**src/rtl/if_prefetch_queue.sv**
```systemverilog
// if_prefetch_queue: sequential instruction prefetch feeding decode from an in-order slot ring.
// Optional macro IF_PREFETCH_PERF_EN adds saturating fetched/dropped event counters.
module if_prefetch_queue #(
    parameter int unsigned DEPTH    = 4,
    parameter logic [63:0] RESET_PC = 64'h0
) (
`ifdef IF_PREFETCH_PERF_EN
    output logic [31:0] perf_fetched,
    output logic [31:0] perf_dropped,
`endif
    input  logic        clk,
    input  logic        Reset,
    output logic        imem_req,
    output logic [63:0] imem_addr,
    input  logic        imem_gnt,
    input  logic        imem_rvalid,
    input  logic [31:0] imem_rdata,
    output logic        id_valid,
    output logic [31:0] id_instr,
    output logic [63:0] id_pc,
    input  logic        id_ready,
    input  logic        redirect,
    input  logic [63:0] redirect_pc
);

    localparam int unsigned PW = $clog2(DEPTH);
    localparam int unsigned CW = PW + 1;

    logic [63:0]   fetch_pc_q, fetch_pc_d;
    logic [PW-1:0] head_q, head_d;
    logic [PW-1:0] tail_q, tail_d;
    logic [PW-1:0] fptr_q, fptr_d;
    logic [CW-1:0] reserved_q, reserved_d;
    logic [CW-1:0] pending_q, pending_d;
    logic [15:0]   discard_q, discard_d;

    logic [63:0]   slot_pc_q    [DEPTH];
    logic [31:0]   slot_instr_q [DEPTH];
    logic [DEPTH-1:0] filled_q;

    logic [63:0]   hold_pc_q;
    logic [31:0]   hold_instr_q;

    logic          grant;
    logic          pop;
    logic          drop;
    logic          fill;
    logic [CW-1:0] pending_left;

    // Issue is gated only by registered occupancy, so a pop cannot free a slot the same cycle.
    assign imem_req  = Reset && (reserved_q != CW'(DEPTH)) && !redirect;
    assign imem_addr = fetch_pc_q;

    assign id_valid = filled_q[head_q];
    assign id_instr = id_valid ? slot_instr_q[head_q] : hold_instr_q;
    assign id_pc    = id_valid ? slot_pc_q[head_q] : hold_pc_q;

    assign grant = imem_req && imem_gnt;
    assign pop   = id_valid && id_ready && !redirect;
    assign drop  = imem_rvalid && (discard_q != '0);
    assign fill  = imem_rvalid && !drop && (pending_q != '0);

    assign pending_left = pending_q - CW'(fill);

    // Next-state for fetch PC, ring pointers and outstanding bookkeeping.
    always_comb begin
        fetch_pc_d = fetch_pc_q;
        head_d     = head_q;
        tail_d     = tail_q;
        fptr_d     = fptr_q;
        reserved_d = reserved_q;
        pending_d  = pending_q;
        discard_d  = discard_q - 16'(drop);
        if (redirect) begin
            fetch_pc_d = redirect_pc & ~64'h3;
            head_d     = '0;
            tail_d     = '0;
            fptr_d     = '0;
            reserved_d = '0;
            pending_d  = '0;
            discard_d  = discard_d + 16'(pending_left);
        end else begin
            if (grant) begin
                tail_d     = tail_q + PW'(1);
                fetch_pc_d = fetch_pc_q + 64'd4;
            end
            if (fill) begin
                fptr_d = fptr_q + PW'(1);
            end
            if (pop) begin
                head_d = head_q + PW'(1);
            end
            reserved_d = reserved_q + CW'(grant) - CW'(pop);
            pending_d  = pending_q + CW'(grant) - CW'(fill);
        end
    end

    // Control state register.
    always_ff @(posedge clk or negedge Reset) begin
        if (!Reset) begin
            fetch_pc_q <= RESET_PC;
            head_q     <= '0;
            tail_q     <= '0;
            fptr_q     <= '0;
            reserved_q <= '0;
            pending_q  <= '0;
            discard_q  <= '0;
        end else begin
            fetch_pc_q <= fetch_pc_d;
            head_q     <= head_d;
            tail_q     <= tail_d;
            fptr_q     <= fptr_d;
            reserved_q <= reserved_d;
            pending_q  <= pending_d;
            discard_q  <= discard_d;
        end
    end

    // Slot ring: reserve at tail, fill oldest unfilled, release at head.
    always_ff @(posedge clk or negedge Reset) begin
        if (!Reset) begin
            filled_q <= '0;
        end else if (redirect) begin
            filled_q <= '0;
        end else begin
            if (grant) begin
                slot_pc_q[tail_q] <= fetch_pc_q;
                filled_q[tail_q]  <= 1'b0;
            end
            if (fill) begin
                slot_instr_q[fptr_q] <= imem_rdata;
                filled_q[fptr_q]     <= 1'b1;
            end
            if (pop) begin
                filled_q[head_q] <= 1'b0;
            end
        end
    end

    // Remember the last presented entry so outputs hold while the queue is empty.
    always_ff @(posedge clk or negedge Reset) begin
        if (!Reset) begin
            hold_pc_q    <= '0;
            hold_instr_q <= '0;
        end else if (id_valid) begin
            hold_pc_q    <= slot_pc_q[head_q];
            hold_instr_q <= slot_instr_q[head_q];
        end
    end

`ifdef IF_PREFETCH_PERF_EN
    logic [31:0] perf_fetched_q;
    logic [31:0] perf_dropped_q;

    // Saturating counters for delivered and discarded instructions.
    always_ff @(posedge clk or negedge Reset) begin
        if (!Reset) begin
            perf_fetched_q <= '0;
            perf_dropped_q <= '0;
        end else begin
            if (pop && (perf_fetched_q != 32'hFFFF_FFFF)) begin
                perf_fetched_q <= perf_fetched_q + 32'd1;
            end
            if (drop && (perf_dropped_q != 32'hFFFF_FFFF)) begin
                perf_dropped_q <= perf_dropped_q + 32'd1;
            end
        end
    end

    assign perf_fetched = perf_fetched_q;
    assign perf_dropped = perf_dropped_q;
`endif

endmodule

```
**config.mk**
```make
export PLATFORM = sky130hd
export DESIGN_NAME = if_prefetch_queue
export DESIGN_NICKNAME = d
export VERILOG_FILES = /design/src/rtl/if_prefetch_queue.sv
export SDC_FILE = /design/constraint.sdc
export NUM_CORES = 1
export LEC_CHECK = 0
export ABC_CLOCK_PERIOD_IN_PS = 4820
export CAP_MARGIN = 20
export CORE_MARGIN = 4
export CORE_UTILIZATION = 30
export DETAILED_ROUTE_END_ITERATION = 10
export PLACE_DENSITY_LB_ADDON = 0.15
export SLEW_MARGIN = 15
export SYNTH_ARGS = -nofsm -noshare
export SYNTH_HDL_FRONTEND = slang
export SYNTH_SLANG_ARGS = --single-unit
```
**constraint.sdc**
```tcl
create_clock -name clk -period 4.82 [get_ports clk]
set_input_delay 0.482 -clock clk [delete_from_list [all_inputs] [get_ports clk]]
set_output_delay 0.482 -clock clk [all_outputs]
set_load 0.005 [all_outputs]
```
== Word-level counts from Yosys, hierarchy flattened ==
Memories as Yosys holds them, arrays and structs flattened.
Index checks and enable logic that the tools add are counted.
Widths: inputs -> output; s select.

* Bits of input ports: 102
* Bits in registers: 192
* Output and inout port bits: 162
* Memories: 2
* Word-level logic and storage cells: 88
* RAM bits: 384

{| class="wikitable"
|+ Memories
! memory !! depth !! bits a word !! read ports !! clocked after memory_dff !! wr ports !! RTL line !! text
|-
| slot_pc_q || 4 || 64 || 1 || 0 || 1 || 37 || <nowiki>logic [63:0] slot_pc_q [DEPTH];</nowiki>
|-
| slot_instr_q || 4 || 32 || 1 || 0 || 1 || 38 || <nowiki>logic [31:0] slot_instr_q [DEPTH];</nowiki>
|}

* Bitwise operators: 5
* Add/sub/neg operators: 11
* Magnitude comparators: 6
* Reduce and logical (&&, ||, !) cells: 20
* Multiplexer cells: 33
* Eq/ne operators: 1

{| class="wikitable"
|+ Operators by type and width
! kind !! number
|-
| $mux 64 || 3
|-
| $add 64x3->64 const B || 1
|-
| $mux 32 || 1
|-
| $mux 4 || 6
|-
| $add 16x3->16 || 1
|-
| $mux 16 || 1
|-
| $reduce_bool 16->1 || 1
|-
| $sub 16x1->16 || 1
|-
| $logic_and 1x1->1 || 13
|-
| $mux 2 || 6
|-
| $mux 1 || 10
|-
| $lt 2x3->1 const B || 3
|-
| $sub 3x1->3 || 3
|-
| $and 4x4->4 || 2
|-
| $not 4->4 || 2
|-
| $add 2x1->2 const B || 3
|-
| $add 3x1->3 || 2
|-
| $demux 1 s2 || 3
|-
| $ge 2x1->1 const B || 3
|-
| $mux 3 || 2
|-
| $reduce_bool 2->1 || 3
|-
| $or 4x4->4 || 1
|-
| $ne 3x3->1 const B || 1
|-
| $reduce_bool 3->1 || 1
|-
| other kinds (2) || 3
|}

== Longest topological paths before layout ==
Gate-level depths: netlist (run 1).

* Word-level depth: 14
* Gate-level depth with buffers: 17
* Mapped depth without buffers: 15

== Worst setup path after synthesis (run 1) ==
OpenSTA, ideal clock, no wires.

* Kind: reg2reg
* From: reg discard_q[4]
* To: reg discard_q[12]
* Required time: 4.741 ns
* Arrival time: 3.595 ns
* Library setup time: 0.079 ns
* Buffers on the path: 2
* Stages on the path, launching flop included: 17
* Clock period less this slack: 3.674 ns
* Setup slack: 1.146 ns
* Cells stage by stage: dfrtp_1 -> nor4_4 -> buf_6 -> nand4_1 -> nor4_2 -> nor2b_1 -> ha_1 -> ha_1 -> clkbuf_1 -> xor2_1 -> ha_1 -> nor2b_1 -> o21ai_0 -> a21oi_1 -> a211o_1 -> o21ai_1 -> xor2_1

* Cells in the longest elaborated chain, start to end: 8
* Elaborated cells between the ends (all ways): 9
* Those cells by class: add/sub: 3; mux: 1; reduce/logical: 5

{| class="wikitable"
|+ Ends and longest elaborated chain
! item !! RTL line !! text
|-
| start, declared || 35 || <nowiki>logic [15:0] discard_q, discard_d;</nowiki>
|-
| start signal, assigned || 115 || <nowiki>discard_q <= discard_d;</nowiki>
|-
| parallel branches: the longest is 7 deep, another holds $sub 16x1->16 || n/a ||
|-
| $mux 16 * || 74 || <nowiki>if (redirect) begin</nowiki>
|-
| via discard_d[12] || 35 ||
|}

Mark *: on every way through the listed nets, which the timed path passes.
A chain may end at the register's enable or synchronous reset.

== Final worst setup path (run 1) ==
Same ends and word-level chain as after synthesis.

==> metrics.txt, run 1 <==
status finished clean; cts bufs inserted 66; Synth area leader edfxtp_1; R2R depth 16; vias in the first global route 14300; Clock Latency Late Sink 0.60 ns; Critical Path Source discard_q[4]; Reg-to-Reg Start discard_q[4]; r2r setup slk 0.87 ns; worst r2r dst discard_q[12]; total power draw 0.0117 W; Seq/Total Area, Yosys 69.4%; synthesized cell area 0.0231 mm^2; Mapped Cells 1387; clk buf depth 3; Layout Nets 1802; #FFs+latches synth 566; Post-DP HPWL 36900 um; Final Non-Filler Cells 2759; worst path required time 5.31 ns; clk sink count 566; row cnt 101; core area 0.0762 mm^2; GRT overflow 0; global-route wire length before repair 93100 um; Fmax 253 MHz; Distinct cells, synth 74; Setup Viol. Count Final 0; synth warn 0; wire per inst 22.5 um; static leakage 10.4 nW; post-route ant nets 0; count of final hold-check violations 0; worst slew pin tran 0.998 ns; Total GRT Usage 15.1%; Critical Path Start Type register; post-CTS sizing 0; Slew headroom 33.5%; GPL Wtd Cong 0.751; Critical Path Sink Type register; max-cap viol count 0; most area-consuming cells after synthesis edfxtp_1 49%, dfrtp_1 21%, mux4_2 9.3%, mux2_2 4.5%, nand2_1 1.7%; most common flop cell mapped by yosys edfxtp_1; commonest non-fill, non-tap cells in the layout 376 x edfxtp_1, 257 x clkdlybuf4s50_1, 188 x dfrtp_1; Setup crit end discard_q[12]; DR vias/cell 4.91; Die W 286 um; Post-synth ARST share 33.6%; RSZ-0062 raised after global routing false; IO Count 264; Die ar. 0.0815 mm^2; Slowest cell on crit path dfrtp_1; placed cell count 2634; commonest non-fill, non-tap cell in the layout edfxtp_1; Power per Cell Area 401 mW/mm^2; PortBufs 259; CTS tree done; CTS H-tree lvls 3; initial antenna violation count 1; critical path type register to register; worst-path fanout max 13; worst vdd ir 0.000211 V; clock input transition at the sequential cells of the worst setup and hold paths 0.06 ns; number of synthesized flops with an enable pin 376; DR iter-0 viols 904; via count 13500; setup TNS 0 ns; Synth Area per Inst 16.7 um^2; largest net degree at the start of global routing 103; drt drc 0; final worst path period share 82.0%; layout cells sized above 1 19.6%; Initial Util 30.3%; crit path time final 3.95 ns; drt total wl 62100 um; Hold Path Class input port to register; top-area cell type share of the netlist area 48.9%; die height 286 um; critical path's largest stage delay 0.45 ns; Area Overhead vs Synth 26.2%; CP Cell Sequence nor4_4, buf_4, nand4_1, nor4_2, o311a_2, ha_1, ha_1, xor2_1, ha_1, nor2b_1, o21ai_0, a21oi_1, buf_4, a211o_1, o21ai_1, xor2_1; DR pass1 iterations 4; Critical Path AT 4.44 ns; Pins Over Slew Limit 0; CP most frequent cell ha_1; Worst Skew 0.0282 ns; root buffer cell clkbuf_16
==> sequential cells by signal (all words and copies together) (netlist names) <==
signal / count
discard_q: 16
filled_q: 4
fptr_q: 2
head_q: 2
hold_instr_q: 32
hold_pc_q: 64
imem_addr: 62
pending_q: 3
reserved_q: 3
slot_instr_q: 128
slot_pc_q: 248
tail_q: 2
==> worst max-delay path, delay by kind of cell, from the launching register on <==
family                     cells  cell delay [ns]
DFF                            1             0.45
xor gates and xnor gates       2             0.37
adders and majority gates      3             0.64
and+or+nand+nor                4             0.78
AOI/OAI and AO/OA              5             1.23
buffers and inverters          2             0.39
==> stage by stage <==
step                      hold slack, ns  area [um^2]  util [%]  worst slack (ns)
after detailed placement           0.429        27000      35.4             0.896
after CTS                          0.277        29200      38.3             0.832
after floorplan                    0.186        23100         -              1.15
after global routing               0.318        29200      38.3             0.515
after global placement             0.429        27000      35.4             0.896
final                              0.323        29200      38.3             0.867
==> worst min-delay path by stage <==
stage | cells after the start | slack [ns] | startpoint | end
floorplan | 0 | 0.19 | Reset | discard_q[0]
global route | 2 | 0.32 | redirect | fptr_q[0]
CTS | 2 | 0.28 | redirect | fptr_q[1]
finish | 2 | 0.32 | redirect | fptr_q[1]
global placement | 1 | 0.43 | Reset | hold_pc_q[28]
detailed placement | 1 | 0.43 | Reset | hold_pc_q[28]
==> cell families (layout without fill, tap and decap cells) <==
logic type	after synthesis	count (layout)	synth area share, %
buffers and inverters	104	443	1.89
adder cells (fa/ha/maj)	27	27	1.56
multiplexers	198	198	14.2
other	1	4	0.0162
flip-flops	566	566	69.4
XOR/XNOR	29	29	1.10
AO/OA/AOI/OAI	157	157	4.67
AND/OR/NAND/NOR	305	305	7.09
==> power breakdown <==
group | internal [W] | switching [W] | total, W
clock | 0.00298 | 0.00197 | 0.00495
combinational | 0.000539 | 0.000479 | 0.00102
sequential | 0.00544 | 0.000281 | 0.00573
total | 0.00896 | 0.00273 | 0.0117
==> metal layers <==
| metal | GRT usage, % | wire length (um) |
|---|---|---|
| met5 | 0 | 0 |
| met4 | 3.93 | 1130 |
| met3 | 2.92 | 2910 |
| met2 | 25.5 | 30800 |
| met1 | 20.0 | 27300 |
==> repair_timing <==
action	in CTS	in global routing
hold buffers	1	0
buffers inserted	0	0
hold endpoints to repair	40	0
==> cells in the mapped netlist, drive strengths merged, types with 4 or more instances <==
cell / instances
o21ai: 45
ha: 24
inv: 35
dfrtp: 190
xor2: 10
a31oi: 11
a22oi: 7
and3: 24
and4: 6
nor2: 30
edfxtp: 376
o211ai: 23
nor4: 9
o311ai: 19
nand2: 103
a221o: 8
a32oi: 4
nor2b: 13
xnor2: 19
a311oi: 4
mux2i: 8
buf: 29
or3: 4
mux4: 95
nand3: 50
and2: 9
nand4: 20
nor3: 17
a21oi: 20
mux2: 95
clkbuf: 39
==> cell type report <==
cell class	instances	area, um^2
fillers	7142	47000
flip-flops and latches	566	16100
multi-input cells	718	6640
repair buffers	285	2880
clock buffers	101	1880
well taps	1030	1290
clock inverters	21	277
inverters	36	140
diodes	2	5.00
(Power assumes the default switching activity.)
==> run 2: changes to the inputs <==
--- a/config.mk
+++ b/config.mk
@@ -5,7 +5,7 @@
 export SDC_FILE = /design/constraint.sdc
 export NUM_CORES = 1
 export LEC_CHECK = 0
-export ABC_CLOCK_PERIOD_IN_PS = 4820
+export ABC_CLOCK_PERIOD_IN_PS = 3700
 export CAP_MARGIN = 20
 export CORE_MARGIN = 4
 export CORE_UTILIZATION = 30
==> constraint.sdc (replaced) <==
create_clock -name clk -period 3.7 [get_ports clk]
set_input_delay 0.37 -clock clk [delete_from_list [all_inputs] [get_ports clk]]
set_output_delay 0.37 -clock clk [all_outputs]
set_load 0.005 [all_outputs]
==> metrics.txt, run 2 (synthesized netlist as in run 1, its figures left out) <==
status finished clean; Slew headroom 39.7%; Die W 286 um; CP Depth 4; delay-heaviest family, CP multiplexers; Hold Path Class input port to register; biggest regs slot_pc_q (248), slot_instr_q (128), hold_pc_q (64); GPL Wtd Cong 0.735; worst-path fanout max 44; placed cell count 2644; core area 0.0762 mm^2; IO Count 264; commonest non-fill, non-tap cells in the layout 376 x edfxtp_1, 257 x clkdlybuf4s50_1, 186 x dfrtp_1; cts bufs inserted 66; Fillers 7094; Largest register FFs 248; PortBufs 259; Layout Nets 1817; CP Cell Sequence mux4_4, buf_12, mux2_2, clkdlybuf4s50_1; drt total wl 62000 um; wire per inst 22.4 um; Area Overhead vs Synth 27.4%; die height 286 um; final worst path period share 96.5%; global-route wire length before repair 92600 um; DR pass1 iterations 7; fin area 0.0294 mm^2; Clock Latency Late Sink 0.60 ns; row cnt 101; Hold Path Stages 2; Post-DP HPWL 38300 um; Antenna diodes 0; clk buf depth 3; DR vias/cell 4.90; Total GRT Usage 15.0%; crit path time final 3.57 ns; crit path buf inv count 2; Die ar. 0.0815 mm^2; via count 13600; Initial Util 30.3%; Fmax 280 MHz; Cell Area, Placed 0.0271 mm^2; commonest non-fill, non-tap cell in the layout edfxtp_1; Critical Path Sink Type primary output; Critical Path AT 3.20 ns; initial antenna violation count 2; GRT overflow 0; RSZ-0062 raised after global routing true; vias in the first global route 14200; drt drc 0; Pins Over Slew Limit 0; critical path's largest stage delay 0.95 ns; Power per Cell Area 525 mW/mm^2; Place WS 0.107 ns; worst path required time 3.33 ns; root buffer cell clkbuf_16; Critical Path Start Type register; count of final hold-check violations 0; Worst Skew 0.0250 ns; worst slew pin tran 0.898 ns; DR iter-0 viols 814; post-route ant nets 0; Final Non-Filler Cells 2772; critical path type register to primary output; static leakage 10.5 nW; Setup Viol. Count Final 0; most flop-heavy register slot_pc_q; clock input transition at the sequential cells of the worst setup and hold paths 0.06 ns; worst vdd ir 0.000256 V; clk sink count 566; max-cap viol count 0; CTS H-tree lvls 3; Slowest cell on crit path mux4_4; largest net degree at the start of global routing 99; R2R depth 15; layout cells sized above 1 21.1%; CTS tree done; final worst slack 0.130 ns
-- run 2: timing repair --
item / 4_1_cts / 5_1_grt
setup buffers: 0 / 5
setup endpoints to repair: 0 / 67
hold buffers: 1 / 0
endpoints found under the hold margin: 37 / 0
gates resized for setup: 0 / 11
-- run 2: metrics by stage --
step                hold WS (ns)  utilization (%)  TNS, ns  total power, W
floorplan                 0.0744                -        0         0.00812
global placement           0.479             35.6        0         0.00890
detailed placement         0.485             35.6        0         0.00892
CTS                       0.0386             38.5        0          0.0156
global route              0.0434             38.6   -0.130          0.0161
finish                    0.0675             38.6        0          0.0155
-- run 2: path summary, 6_finish.rpt --
kind | slack, ns | end | startpoint
setup / recovery | 0.13 | id_instr[30] | head_q[0]
hold / removal | 0.07 | fptr_q[0] | redirect
setup reg to reg | 0.18 | discard_q[13] | discard_q[3]
hold reg to reg | 0.49 | hold_pc_q[32] | hold_pc_q[32]
max in group asynchronous | 1.85 | hold_pc_q[57] | Reset
min in group asynchronous | 0.52 | hold_pc_q[21] | Reset
-- run 2: layout make-up --
type | instances | area, um^2 | area share (%)
clock inverter | 33 | 430 | 1.46
clock buffer | 89 | 1790 | 6.07
multi-input combinational | 718 | 6670 | 22.7
sequential | 566 | 16100 | 54.5
inverter | 36 | 140 | 0.476
tap | 1030 | 1290 | 4.38
timing repair buffer | 300 | 3060 | 10.4
-- run 2: power by group --
group / leakage (nW) / total (W) / switching, W / internal (W)
Combinational: 3.56 / 0.00139 / 0.000635 / 0.000754
Sequential: 5.91 / 0.00747 / 0.000377 / 0.00709
Clock: 1.07 / 0.00660 / 0.00266 / 0.00394
-- run 2: metal layers --
layer,global-route usage [%],up-vias,share of wire [%]
met3,2.83,93,4.5
met1,19.9,7126,43
met2,25.3,328,50
li1,-,6031,-
met5,0,-,0
met4,3.69,0,2.0
-- run 2: worst reg2reg max path, stage by stage (launching register included) --
cell and delay, ns:
dfrtp_2 0.44, nor4_4 0.35, nand4_1 0.19, nor4_2 0.32, nor2b_1 0.09, ha_2 0.22, ha_1 0.22, xor2_1 0.18
ha_1 0.35, buf_4 0.15, a21oi_1 0.22, a211oi_2 0.07, buf_4 0.16, nand3_2 0.12, mux2i_1 0.23, xnor2_1 0.13
==> run 3: changes to the inputs <==
--- a/config.mk
+++ b/config.mk
@@ -6,7 +6,7 @@
 export NUM_CORES = 1
 export LEC_CHECK = 0
 export ABC_CLOCK_PERIOD_IN_PS = 3700
-export CAP_MARGIN = 20
+export CAP_MARGIN = 10
 export CORE_MARGIN = 4
 export CORE_UTILIZATION = 30
 export DETAILED_ROUTE_END_ITERATION = 10
==> results of run 3 <==
No change in the layout: final DEF, timing and power equal those of run 2.
